**src/rtl/uart_result_transmitter.sv**
```systemverilog
// UART 8N1 transmitter that formats a signed hundredths result as ASCII text ("-12.34\r\n")
// and shifts it out on TxD.
module uart_result_transmitter #(
    parameter int unsigned CLK_FREQ = 100_000_000,
    parameter int unsigned BAUD     = 9600
) (
    input  logic        clk_fpga_100mhz,
    input  logic        reset,
    input  logic        send,
    input  logic        result_sign,
    input  logic [13:0] result_value,
    output logic        busy,
    output logic        done,
    output logic        TxD
);

    localparam int unsigned CLKS_PER_BIT = CLK_FREQ / BAUD;
    localparam int unsigned CNT_W        = (CLKS_PER_BIT > 1) ? $clog2(CLKS_PER_BIT) : 1;
    localparam int unsigned VAL_W        = 14;
    localparam logic [VAL_W-1:0] VAL_MAX = VAL_W'(9999);

    typedef enum logic [2:0] {
        S_IDLE,
        S_CONVERT,
        S_START,
        S_DATA,
        S_STOP
    } state_t;

    state_t           state;
    logic [CNT_W-1:0] clk_cnt;
    logic [2:0]       bit_idx;
    logic [7:0]       shreg;
    logic [7:0]       char_buf [8];
    logic [3:0]       len;
    logic [3:0]       idx;
    logic [VAL_W-1:0] rem;
    logic [3:0]       digit;
    logic [1:0]       place;

    logic [VAL_W-1:0] weight_c;
    logic             bit_end_c;
    logic [7:0]       digit_chr_c;
    logic [7:0]       ones_chr_c;
    logic [2:0]       wr_ptr_c;
    logic [VAL_W-1:0] sat_value_c;

    // Place weight for the digit currently being extracted: thousands, hundreds, tens.
    always_comb begin
        weight_c = VAL_W'(10);
        case (place)
            2'd0:    weight_c = VAL_W'(1000);
            2'd1:    weight_c = VAL_W'(100);
            default: weight_c = VAL_W'(10);
        endcase
    end

    assign bit_end_c   = (clk_cnt == CNT_W'(CLKS_PER_BIT - 1));
    assign digit_chr_c = 8'h30 + {4'h0, digit};
    assign ones_chr_c  = 8'h30 + {4'h0, rem[3:0]};
    assign wr_ptr_c    = len[2:0];
    assign sat_value_c = (result_value > VAL_MAX) ? VAL_MAX : result_value;

    always_ff @(posedge clk_fpga_100mhz) begin
        if (reset) begin
            state   <= S_IDLE;
            TxD     <= 1'b1;
            busy    <= 1'b0;
            done    <= 1'b0;
            clk_cnt <= '0;
            bit_idx <= '0;
            shreg   <= '0;
            len     <= '0;
            idx     <= '0;
            rem     <= '0;
            digit   <= '0;
            place   <= '0;
        end else begin
            done <= 1'b0;
            case (state)
                S_IDLE: begin
                    // A send coinciding with the done pulse is deliberately dropped.
                    if (send && !busy && !done) begin
                        busy  <= 1'b1;
                        rem   <= sat_value_c;
                        place <= 2'd0;
                        digit <= 4'd0;
                        idx   <= 4'd0;
                        state <= S_CONVERT;
                        if (result_sign && (result_value != '0)) begin
                            char_buf[0] <= 8'h2D;
                            len         <= 4'd1;
                        end else begin
                            len <= 4'd0;
                        end
                    end
                end

                S_CONVERT: begin
                    if (rem >= weight_c) begin
                        rem   <= rem - weight_c;
                        digit <= digit + 4'd1;
                    end else begin
                        digit <= 4'd0;
                        place <= place + 2'd1;
                        case (place)
                            2'd0: begin
                                if (digit != 4'd0) begin
                                    char_buf[wr_ptr_c] <= digit_chr_c;
                                    len                <= len + 4'd1;
                                end
                            end
                            2'd1: begin
                                char_buf[wr_ptr_c]        <= digit_chr_c;
                                char_buf[wr_ptr_c + 3'd1] <= 8'h2E;
                                len                       <= len + 4'd2;
                            end
                            default: begin
                                // Tens loop leaves the ones digit in rem; finish the buffer in one go.
                                char_buf[wr_ptr_c]        <= digit_chr_c;
                                char_buf[wr_ptr_c + 3'd1] <= ones_chr_c;
                                char_buf[wr_ptr_c + 3'd2] <= 8'h0D;
                                char_buf[wr_ptr_c + 3'd3] <= 8'h0A;
                                len                       <= len + 4'd4;
                                shreg                     <= char_buf[0];
                                clk_cnt                   <= '0;
                                TxD                       <= 1'b0;
                                state                     <= S_START;
                            end
                        endcase
                    end
                end

                S_START: begin
                    if (bit_end_c) begin
                        clk_cnt <= '0;
                        bit_idx <= 3'd0;
                        TxD     <= shreg[0];
                        state   <= S_DATA;
                    end else begin
                        clk_cnt <= clk_cnt + CNT_W'(1);
                    end
                end

                S_DATA: begin
                    if (bit_end_c) begin
                        clk_cnt <= '0;
                        if (bit_idx == 3'd7) begin
                            TxD   <= 1'b1;
                            state <= S_STOP;
                        end else begin
                            bit_idx <= bit_idx + 3'd1;
                            TxD     <= shreg[1];
                            shreg   <= shreg >> 1;
                        end
                    end else begin
                        clk_cnt <= clk_cnt + CNT_W'(1);
                    end
                end

                S_STOP: begin
                    if (bit_end_c) begin
                        clk_cnt <= '0;
                        if ((idx + 4'd1) < len) begin
                            idx   <= idx + 4'd1;
                            shreg <= char_buf[3'(idx + 4'd1)];
                            TxD   <= 1'b0;
                            state <= S_START;
                        end else begin
                            busy  <= 1'b0;
                            done  <= 1'b1;
                            state <= S_IDLE;
                        end
                    end else begin
                        clk_cnt <= clk_cnt + CNT_W'(1);
                    end
                end

                default: state <= S_IDLE;
            endcase
        end
    end

endmodule

```
**config.mk**
```make
export PLATFORM = sky130hd
export DESIGN_NAME = uart_result_transmitter
export DESIGN_NICKNAME = d
export VERILOG_FILES = /design/src/rtl/uart_result_transmitter.sv
export SDC_FILE = /design/constraint.sdc
export NUM_CORES = 1
export LEC_CHECK = 0
export ABC_CLOCK_PERIOD_IN_PS = 4620
export BUFFER_PORTS_ARGS = -buffer_cell sky130_fd_sc_hd__buf_4
export CORE_ASPECT_RATIO = 2
export CORE_UTILIZATION = 44
export DETAILED_ROUTE_END_ITERATION = 10
export MAX_ROUTING_LAYER = met4
export SLEW_MARGIN = 10
export SYNTH_ARGS = -nofsm -noshare
export SYNTH_HDL_FRONTEND = slang
export SYNTH_SLANG_ARGS = --single-unit
```
**constraint.sdc**
```tcl
create_clock -name clk_fpga_100mhz -period 4.62 [get_ports clk_fpga_100mhz]
set_input_delay 0.462 -clock clk_fpga_100mhz [delete_from_list [all_inputs] [get_ports clk_fpga_100mhz]]
set_output_delay 0.462 -clock clk_fpga_100mhz [all_outputs]
set_load 0.05 [all_outputs]
```
== Word-level counts from Yosys, hierarchy flattened ==
Memories as Yosys holds them, arrays and structs flattened.
Index checks and enable logic that the tools add are counted.

* Output and inout bits: 3
* Bits in latches: 0
* Bits in read-only memories: 0
* RAM bits: 56
* Register bits: 59
* Logic and storage cells: 168
* Memories kept: 1

* Add/subtract/negate cells: 14
* Multiply operators: 0
* Shifts and indexed selects: 0
* Bitwise gates (word level): 5
* Reduce and logical (&&, ||, !) cells: 30
* $lt $le $gt $ge: 3
* Equality and inequality tests: 19
* Muxes and demuxes: 84
* Divide/modulo/power cells: 0

{| class="wikitable"
|+ Memories
! memory !! depth !! bits a word !! rd ports !! clocked after memory_dff !! write ports !! RTL line !! RTL
|-
| char_buf || 8 || 7 || 2 || 0 || 4 || 34 || <nowiki>logic [7:0] char_buf [8];</nowiki>
|}

{| class="wikitable"
|+ Operator list
! operator !! number
|-
| $mux W14 || 6
|-
| $pmux W14 S2 || 2
|-
| $mux W8 || 6
|-
| $mux W1 || 34
|-
| $mux W3 || 11
|-
| $pmux W4 S2 || 4
|-
| $mux W4 || 7
|-
| $mux W7 || 4
|-
| $pmux W8 S3 || 1
|-
| $ne A2 B2 Y1 const B || 11
|-
| $reduce_and A7 Y1 || 3
|-
| $pmux W10 S2 || 1
|-
| $reduce_and A4 Y1 || 4
|-
| $pmux W3 S5 || 1
|-
| $add A14 B1 Y14 const B || 1
|-
| $add A6 B4 Y7 const A || 2
|-
| $eq A14 B14 Y1 const B || 1
|-
| $ge A14 B14 Y1 || 1
|-
| $gt A14 B14 Y1 const B || 1
|-
| $reduce_bool A14 Y1 || 1
|-
| $sub A14 B14 Y14 || 1
|-
| $add A4 B1 Y4 const B || 3
|-
| $reduce_and A3 Y1 || 3
|-
| $reduce_bool A2 Y1 || 4
|-
| 28 further kinds || 42
|}

== Logic depth before layout (Yosys ltp) ==
Gate-level depths: netlist of run 1.

* Depth in word-level cells: 11
* Gate-level depth with buffers: 16
* Mapped depth without buffers: 12

== Worst setup path after synthesis of run 1 ==
Ideal clock, no wire load.

* Path type: flip-flop to flip-flop
* Start point: reg place[1]
* End point: mem char_buf[6][1] in the netlist's numbering
* Stages on the path, launching flop included: 16
* Arrival: 3463 ps
* Path buffers: 3
* Setup slack: 1042 ps
* Period minus slack after synthesis: 3578 ps
* Cell sequence: dfxtp_1 inv_1 ha_1 buf_2 clkbuf_1 inv_1 ha_1 and3b_1 o311ai_2 a31o_2 clkbuf_8 nand4_1 nor2_1 mux2_2 a21oi_1 nor2_1

{| class="wikitable"
|+ RTL lines
! what !! RTL line !! RTL
|-
| start, declared || 39 || <nowiki>logic [1:0] place;</nowiki>
|-
| start signal, assigned || 105 || <nowiki>place <= place + 2'd1;</nowiki>
|-
| end, declared || 34 ||
|}

==> results of run 1 <==
==> where the power goes <==
part	switching [mW]	total (mW)	internal, mW
clock	0.393	0.765	0.372
sequential	0.194	1.30	1.10
combinational	1.35	2.14	0.797
==> cell families (layout without fill, tap and decap cells) <==
logic type | Yosys count | after routing | synth area share
buffers and inverters | 76 | 83 | 0.0524
flip-flops | 105 | 105 | 0.291
multiplexers | 46 | 46 | 0.0860
AO/OA/AOI/OAI | 262 | 262 | 0.247
adder cells (fa/ha/maj) | 26 | 26 | 0.0460
AND/OR/NAND/NOR | 358 | 358 | 0.252
XOR/XNOR | 22 | 22 | 0.0266
==> final cells by class <==
class | count | area, um^2 | area share
multi-input combinational | 714 | 4760 | 0.609
tap | 204 | 255 | 0.0327
clock buffer | 9 | 225 | 0.0288
sequential | 105 | 2100 | 0.269
timing repair buffer | 44 | 330 | 0.0423
inverter | 23 | 86.3 | 0.0111
clock inverter | 7 | 55.1 | 0.00705
==> sequential cells by signal (all words and copies together) (netlist names) <==
| signal | flops |
|---|---|
| TxD | 1 |
| bit_idx | 3 |
| busy | 1 |
| char_buf | 48 |
| clk_cnt | 14 |
| digit | 4 |
| done | 1 |
| idx | 4 |
| len | 4 |
| place | 2 |
| rem | 14 |
| shreg | 6 |
| state | 3 |
==> cells in the final DEF (no fill, tap or decap), types with 9 or more instances in the layout <==
master	netlist	routed
mux4_2	12	12
mux2_2	9	9
nand2_1	66	66
a31oi_1	16	16
mux2i_1	25	25
buf_4	1	44
o21a_1	11	11
clkbuf_16	0	9
xnor2_1	15	15
nor2_1	119	119
nand3_1	21	21
a22oi_1	16	16
nor3_1	50	50
ha_1	25	25
dfxtp_1	105	105
or3_1	12	12
a21oi_1	68	68
a211oi_1	13	13
o21ai_0	50	50
inv_1	21	21
nor4_1	13	13
==> path summary, 6_finish.rpt <==
kind | slack, ns | end | from | cells past startpoint
worst max-delay path | 0.84 | char_buf[0][0] | place[1] | 11
worst min-delay path | 0.38 | rem[5] | result_value[5] | 3
worst max register to register | 0.84 | char_buf[0][0] | place[1] | 11
worst min register to register | 0.46 | shreg[2] | shreg[2] | 2
==> critical path, stage by stage, from the launching register on <==
cell	delay (ns)
dfxtp_1	0.36
inv_1	0.08
ha_1	0.24
ha_1	0.37
a211o_1	0.33
o311ai_2	0.33
a31o_2	0.37
nand4_1	0.40
nor3_2	0.66
a221oi_1	0.15
a211oi_1	0.24
o22ai_1	0.11
==> metal layers <==
layer / up-vias / global-route usage / wire length [um]
li1: 3356 / - / -
met1: 3340 / 0.281 / 8570
met2: 170 / 0.544 / 12900
met3: 95 / 0.0377 / 813
met4: 0 / 0.239 / 1850
met5: - / - / 0
==> impl_metrics.ini, run 1 <==
[timing]
setup_viol = 0
whs_ns = 0.379
report.final.slew_viol_count = 0
final_hold_viol_count = 0
grt_setup_unrepaired = no
period_minus_slack_ns = 3.78
fin_tns_setup_ns = 0
slew_headroom = 0.381
max_slew.worst_pin.slew_ns = 0.925
post-route-period-util = 0.818
timing.fmax_mhz = 265
finalWorstSetupSlack_ns = 0.843
clock_skew_ns = 0.0149

[cells_and_area]
drive_gt1_frac = 0.136
fin_cells = 1106
layout-area-overhead-vs-synth_pct = 7.99
layout.cell_area.non_filler_um2 = 7810
nets_finish = 941
final_core_util = 0.483
total_inserted_antenna_cells = 0
fillCellCount = 1672

[clocking]
cts_max_path_buffers = 2
numClockSinks = 105
holdBufCountCts = 0
cts_max_level = 3
clk_transition_reported_paths_ns = 0.08
clk_tree_root_cell = clkbuf_16
post_cts_resized = 0
cts_buffers = 9
clock_insertion_delay_at_the_later_pin_of_the_skew_report_ns = 0.37
tritoncts = yes
cts_setup_buffers = 0

[setup_path]
arrival_ns = 4.02
worstSetupPathType = flop to flop
worst_setup_path_start_kind = flop
crit_path_end_kind = flop
path_max_fanout = 12
cp_data_required_time_ns = 4.86

[placement]
dp_worst_setup_slack_ns = 0.943
area_after_detailed_placement_um2 = 7530
dp_hpwl_um = 18400
post-place-cells = 1090
placement.io_buffers = 20
finalWeightedCongestion = 1.01

[min_path]
min_path_type = input port to flop

[logic_synthesis]
synth_seq_area_share = 0.291
postSynthNetCount = 939
count_of_flip_flops_with_a_built_in_enable_after_synthesis = 0
synthesis.area_per_instance_um2 = 8.08
yosys.cell_types.count = 93
synth_top_cells_by_count = nor2_1 (119), dfxtp_1 (105), a21oi_1 (68)
yosys_most_used_dff = dfxtp_1
post-synth-top-count-cell = nor2_1
synth_cells = 895
synthesis.area_um2 = 7230
synthDominantAreaCellType = dfxtp_1
warnings_from_yosys = 0
synth_top_cells_by_area = dfxtp_1 (29%), nor2_1 (6.2%), a21oi_1 (4.7%)
synth.ff_latch_count = 105
synth_top_area_frac = 0.291
async_flop_share = 0

[die]
floorplan.io_pins = 21
start_util = 0.447
die_y_um = 183
die_w_um = 92.7
core_um2 = 16200
dieArea_um2 = 17000
fp-row-count = 66

[grt]
globalRouteTotalUtil = 0.302
initial_antenna_violation_count = 0
remaining_global_route_overflow = 0
pin_count_of_the_biggest_net_entering_global_routing = 45
grt_first_pass_wirelength_um = 37600
via_count_of_the_first_global_routing_pass = 6907

[routing]
remaining_routing_drc_violations = 0
route.detailed.vias_per_inst = 6.29
wl_per_cell_um = 21.8
number_of_drc_violations_after_detailed_routing_iteration_0 = 333
detailroute.via_count = 6961
detail-route-antenna-nets = 0
total_wirelength_um = 24100
drt_pre_antenna_iters = 5

[power_and_ir_drop]
design_power_total_mw = 4.21
vdd_drop_max_mv = 0.181
leakagePower_nw = 2.80
powerDensity_nw_per_um2 = 539

[run_status]
run_status = completed

[run]
cap_violations = 0
Note: power is estimated with default switching activity, not from simulation.
==> inputs of run 2 (changes only) <==
Settings changed: ABC_AREA from default to 1, ABC_CLOCK_PERIOD_IN_PS 4620 to 3960.
Clock period 4.62 ns to 3.96 ns, I/O delays scaled along.
==> impl_metrics.ini, run 2 <==
[grt]
remaining_global_route_overflow = 0
grt_first_pass_wirelength_um = 37000
initial_antenna_violation_count = 0
globalRouteTotalUtil = 0.304
via_count_of_the_first_global_routing_pass = 7155
pin_count_of_the_biggest_net_entering_global_routing = 28

[timing]
final_hold_viol_count = 0
grt_setup_unrepaired = no
fin_tns_setup_ns = 0
whs_ns = 0.266
timing.fmax_mhz = 291
post-route-period-util = 0.867
period_minus_slack_ns = 3.43
clock_skew_ns = 0.0127
max_slew.worst_pin.slew_ns = 0.663
setup_viol = 0
report.final.slew_viol_count = 0
slew_headroom = 0.553

[setup_path]
worst_setup_path_start_kind = flop
worstSetupPathType = flop to flop
crit_path_end_kind = flop
path_max_fanout = 12
cp_data_required_time_ns = 4.23
arrival_ns = 3.70

[logic_synthesis]
synth-simple-area-share = 0.354
yosys_most_used_dff = dfxtp_1
synth-xor-area-share = 0.0139
synth_top_cells_by_area = dfxtp_1 (30%), nand2_1 (13%), inv_1 (7.4%)
postSynthNetCount = 1137
synth_top_area_frac = 0.302
synthesis.area_per_instance_um2 = 6.36
synth_seq_area_share = 0.302
synthMuxAreaShare = 0
synthesis.area_um2 = 6960
warnings_from_yosys = 0
synthDominantAreaCellType = dfxtp_1
async_flop_share = 0
post-synth-top-count-cell = nand2_1
dominant_combinational_cell_family_by_area_after_synthesis = simple AND/OR/NAND/NOR gates
synth_cells = 1093
share_of_the_synthesized_area_in_compound_gates_ao_oa_aoi_oai = 0.186
yosys.cell_types.count = 49
synth_top_cells_by_count = nand2_1 (248), inv_1 (137), nor2_1 (125)
synth.ff_latch_count = 105
synthAdderAreaFrac = 0.0479
count_of_flip_flops_with_a_built_in_enable_after_synthesis = 0

[cells_and_area]
final_core_util = 0.496
final-seq-area_um2 = 2100
fillCellCount = 1695
total_inserted_antenna_cells = 0
layout.cells.most_common_list = nand2_1 (248), inv_1 (137), nor2_1 (125)
largest_register = char_buf
drive_gt1_frac = 0.0844
nets_finish = 1153
layout-area-overhead-vs-synth_pct = 9.59
multiInputGateArea_um2 = 4180
layout_commonest_cell = nand2_1
largest_register_ff_count = 48
reg.largest.list = char_buf x48, clk_cnt x14, rem x14

[power_and_ir_drop]
vdd_drop_max_mv = 0.345
internal_power_mw = 2.57
combPwrFrac = 0.492
leakagePower_nw = 3.57
netSwitchingPower_mw = 2.40
relative_contribution_of_sequential_cells_to_total_power = 0.318
p_clk_frac = 0.190
power.switching_fraction = 0.483
design_power_total_mw = 4.97
powerDensity_nw_per_um2 = 652

[placement]
placement.io_buffers = 20
dp_hpwl_um = 18800
finalWeightedCongestion = 0.976

[clocking]
tritoncts = yes
cts_max_path_buffers = 2
clk_transition_reported_paths_ns = 0.09
cts_setup_buffers = 0
post_cts_resized = 0
clock_insertion_delay_at_the_later_pin_of_the_skew_report_ns = 0.37
clk_tree_root_cell = clkbuf_16
numClockSinks = 105
cts_max_level = 3
cts_buffers = 9
holdBufCountCts = 0

[routing]
route.detailed.vias_per_inst = 5.57
detailroute.via_count = 7303
wl_per_cell_um = 18.1
number_of_drc_violations_after_detailed_routing_iteration_0 = 350
remaining_routing_drc_violations = 0
drt_pre_antenna_iters = 5
total_wirelength_um = 23700
detail-route-antenna-nets = 0

[min_path]
min_path_type = input port to flop

[die]
start_util = 0.452
die_y_um = 180
dieArea_um2 = 16300
die_w_um = 90.9
fp-row-count = 64
floorplan.io_pins = 21
core_um2 = 15400

[run_status]
run_status = completed

[run]
cap_violations = 0
[run 2: cells by family after synthesis]
| group | count (synthesis) |
|---|---|
| simple gates | 544 |
| compound gates | 233 |
| buf+inv | 174 |
| flops | 105 |
| fa+ha+maj | 26 |
| xor+xnor | 11 |
[run 2: cell type report]
| type | count | area share |
|---|---|---|
| multi-input combinational | 814 | 0.549 |
| sequential | 105 | 0.276 |
| inverter | 148 | 0.0729 |
| tap | 198 | 0.0325 |
| timing repair buffer | 31 | 0.0305 |
| clock buffer | 9 | 0.0295 |
| clock inverter | 7 | 0.0100 |
[run 2: critical path: stages, from the launching register on]
cell     delay (ns)
dfxtp_1        0.33
inv_1          0.10
ha_1           0.26
inv_1          0.16
ha_1           0.38
nand2_1        0.09
inv_1          0.04
nand2_1        0.04
nand2_1        0.06
nand2_1        0.05
nand2_1        0.07
nor2_2         0.22
nand3_4        0.14
nand2_2        0.27
nand3_2        0.30
o21ai_2        0.48
inv_1          0.13
o21ai_0        0.12
a21oi_1        0.06
[run 2: power by group through the flow]
stage	Sequential (mW)	Clock, mW	Combinational (mW)
after detailed placement	1.60	0	2.42
final	1.58	0.943	2.44
after floorplan	1.53	0	1.76
after global routing	1.61	0.993	2.71
after global placement	1.59	0	2.42
after CTS	1.57	0.954	2.44
[run 2: path summary, 6_finish.rpt]
check / from / to / slack (ns) / depth (start not counted)
setup / recovery: place[0] / clk_cnt[12] / 0.53 / 18
hold / removal: result_value[0] / rem[0] / 0.27 / 3
setup reg to reg: place[0] / clk_cnt[12] / 0.53 / 18
hold reg to reg: shreg[3] / shreg[3] / 0.46 / 2
[run 2: layer usage]
metal | vias up | share of wire | GRT usage
met4 | 0 | 0.084 | 0.245
met3 | 87 | 0.026 | 0.0321
met5 | - | 0 | -
met2 | 196 | 0.54 | 0.557
li1 | 3668 | - | -
met1 | 3352 | 0.35 | 0.277
[run 2: stage by stage]
stage          setup slack, ns  instances  area (um^2)
3_5_place_dp             0.521       1296         7320
4_1_cts                  0.485       1312         7620
6_report                 0.526       1312         7620
2_1_floorplan             1.29       1093         6960
3_3_place_gp             0.521       1296         7320
5_1_grt                  0.186       1312         7620
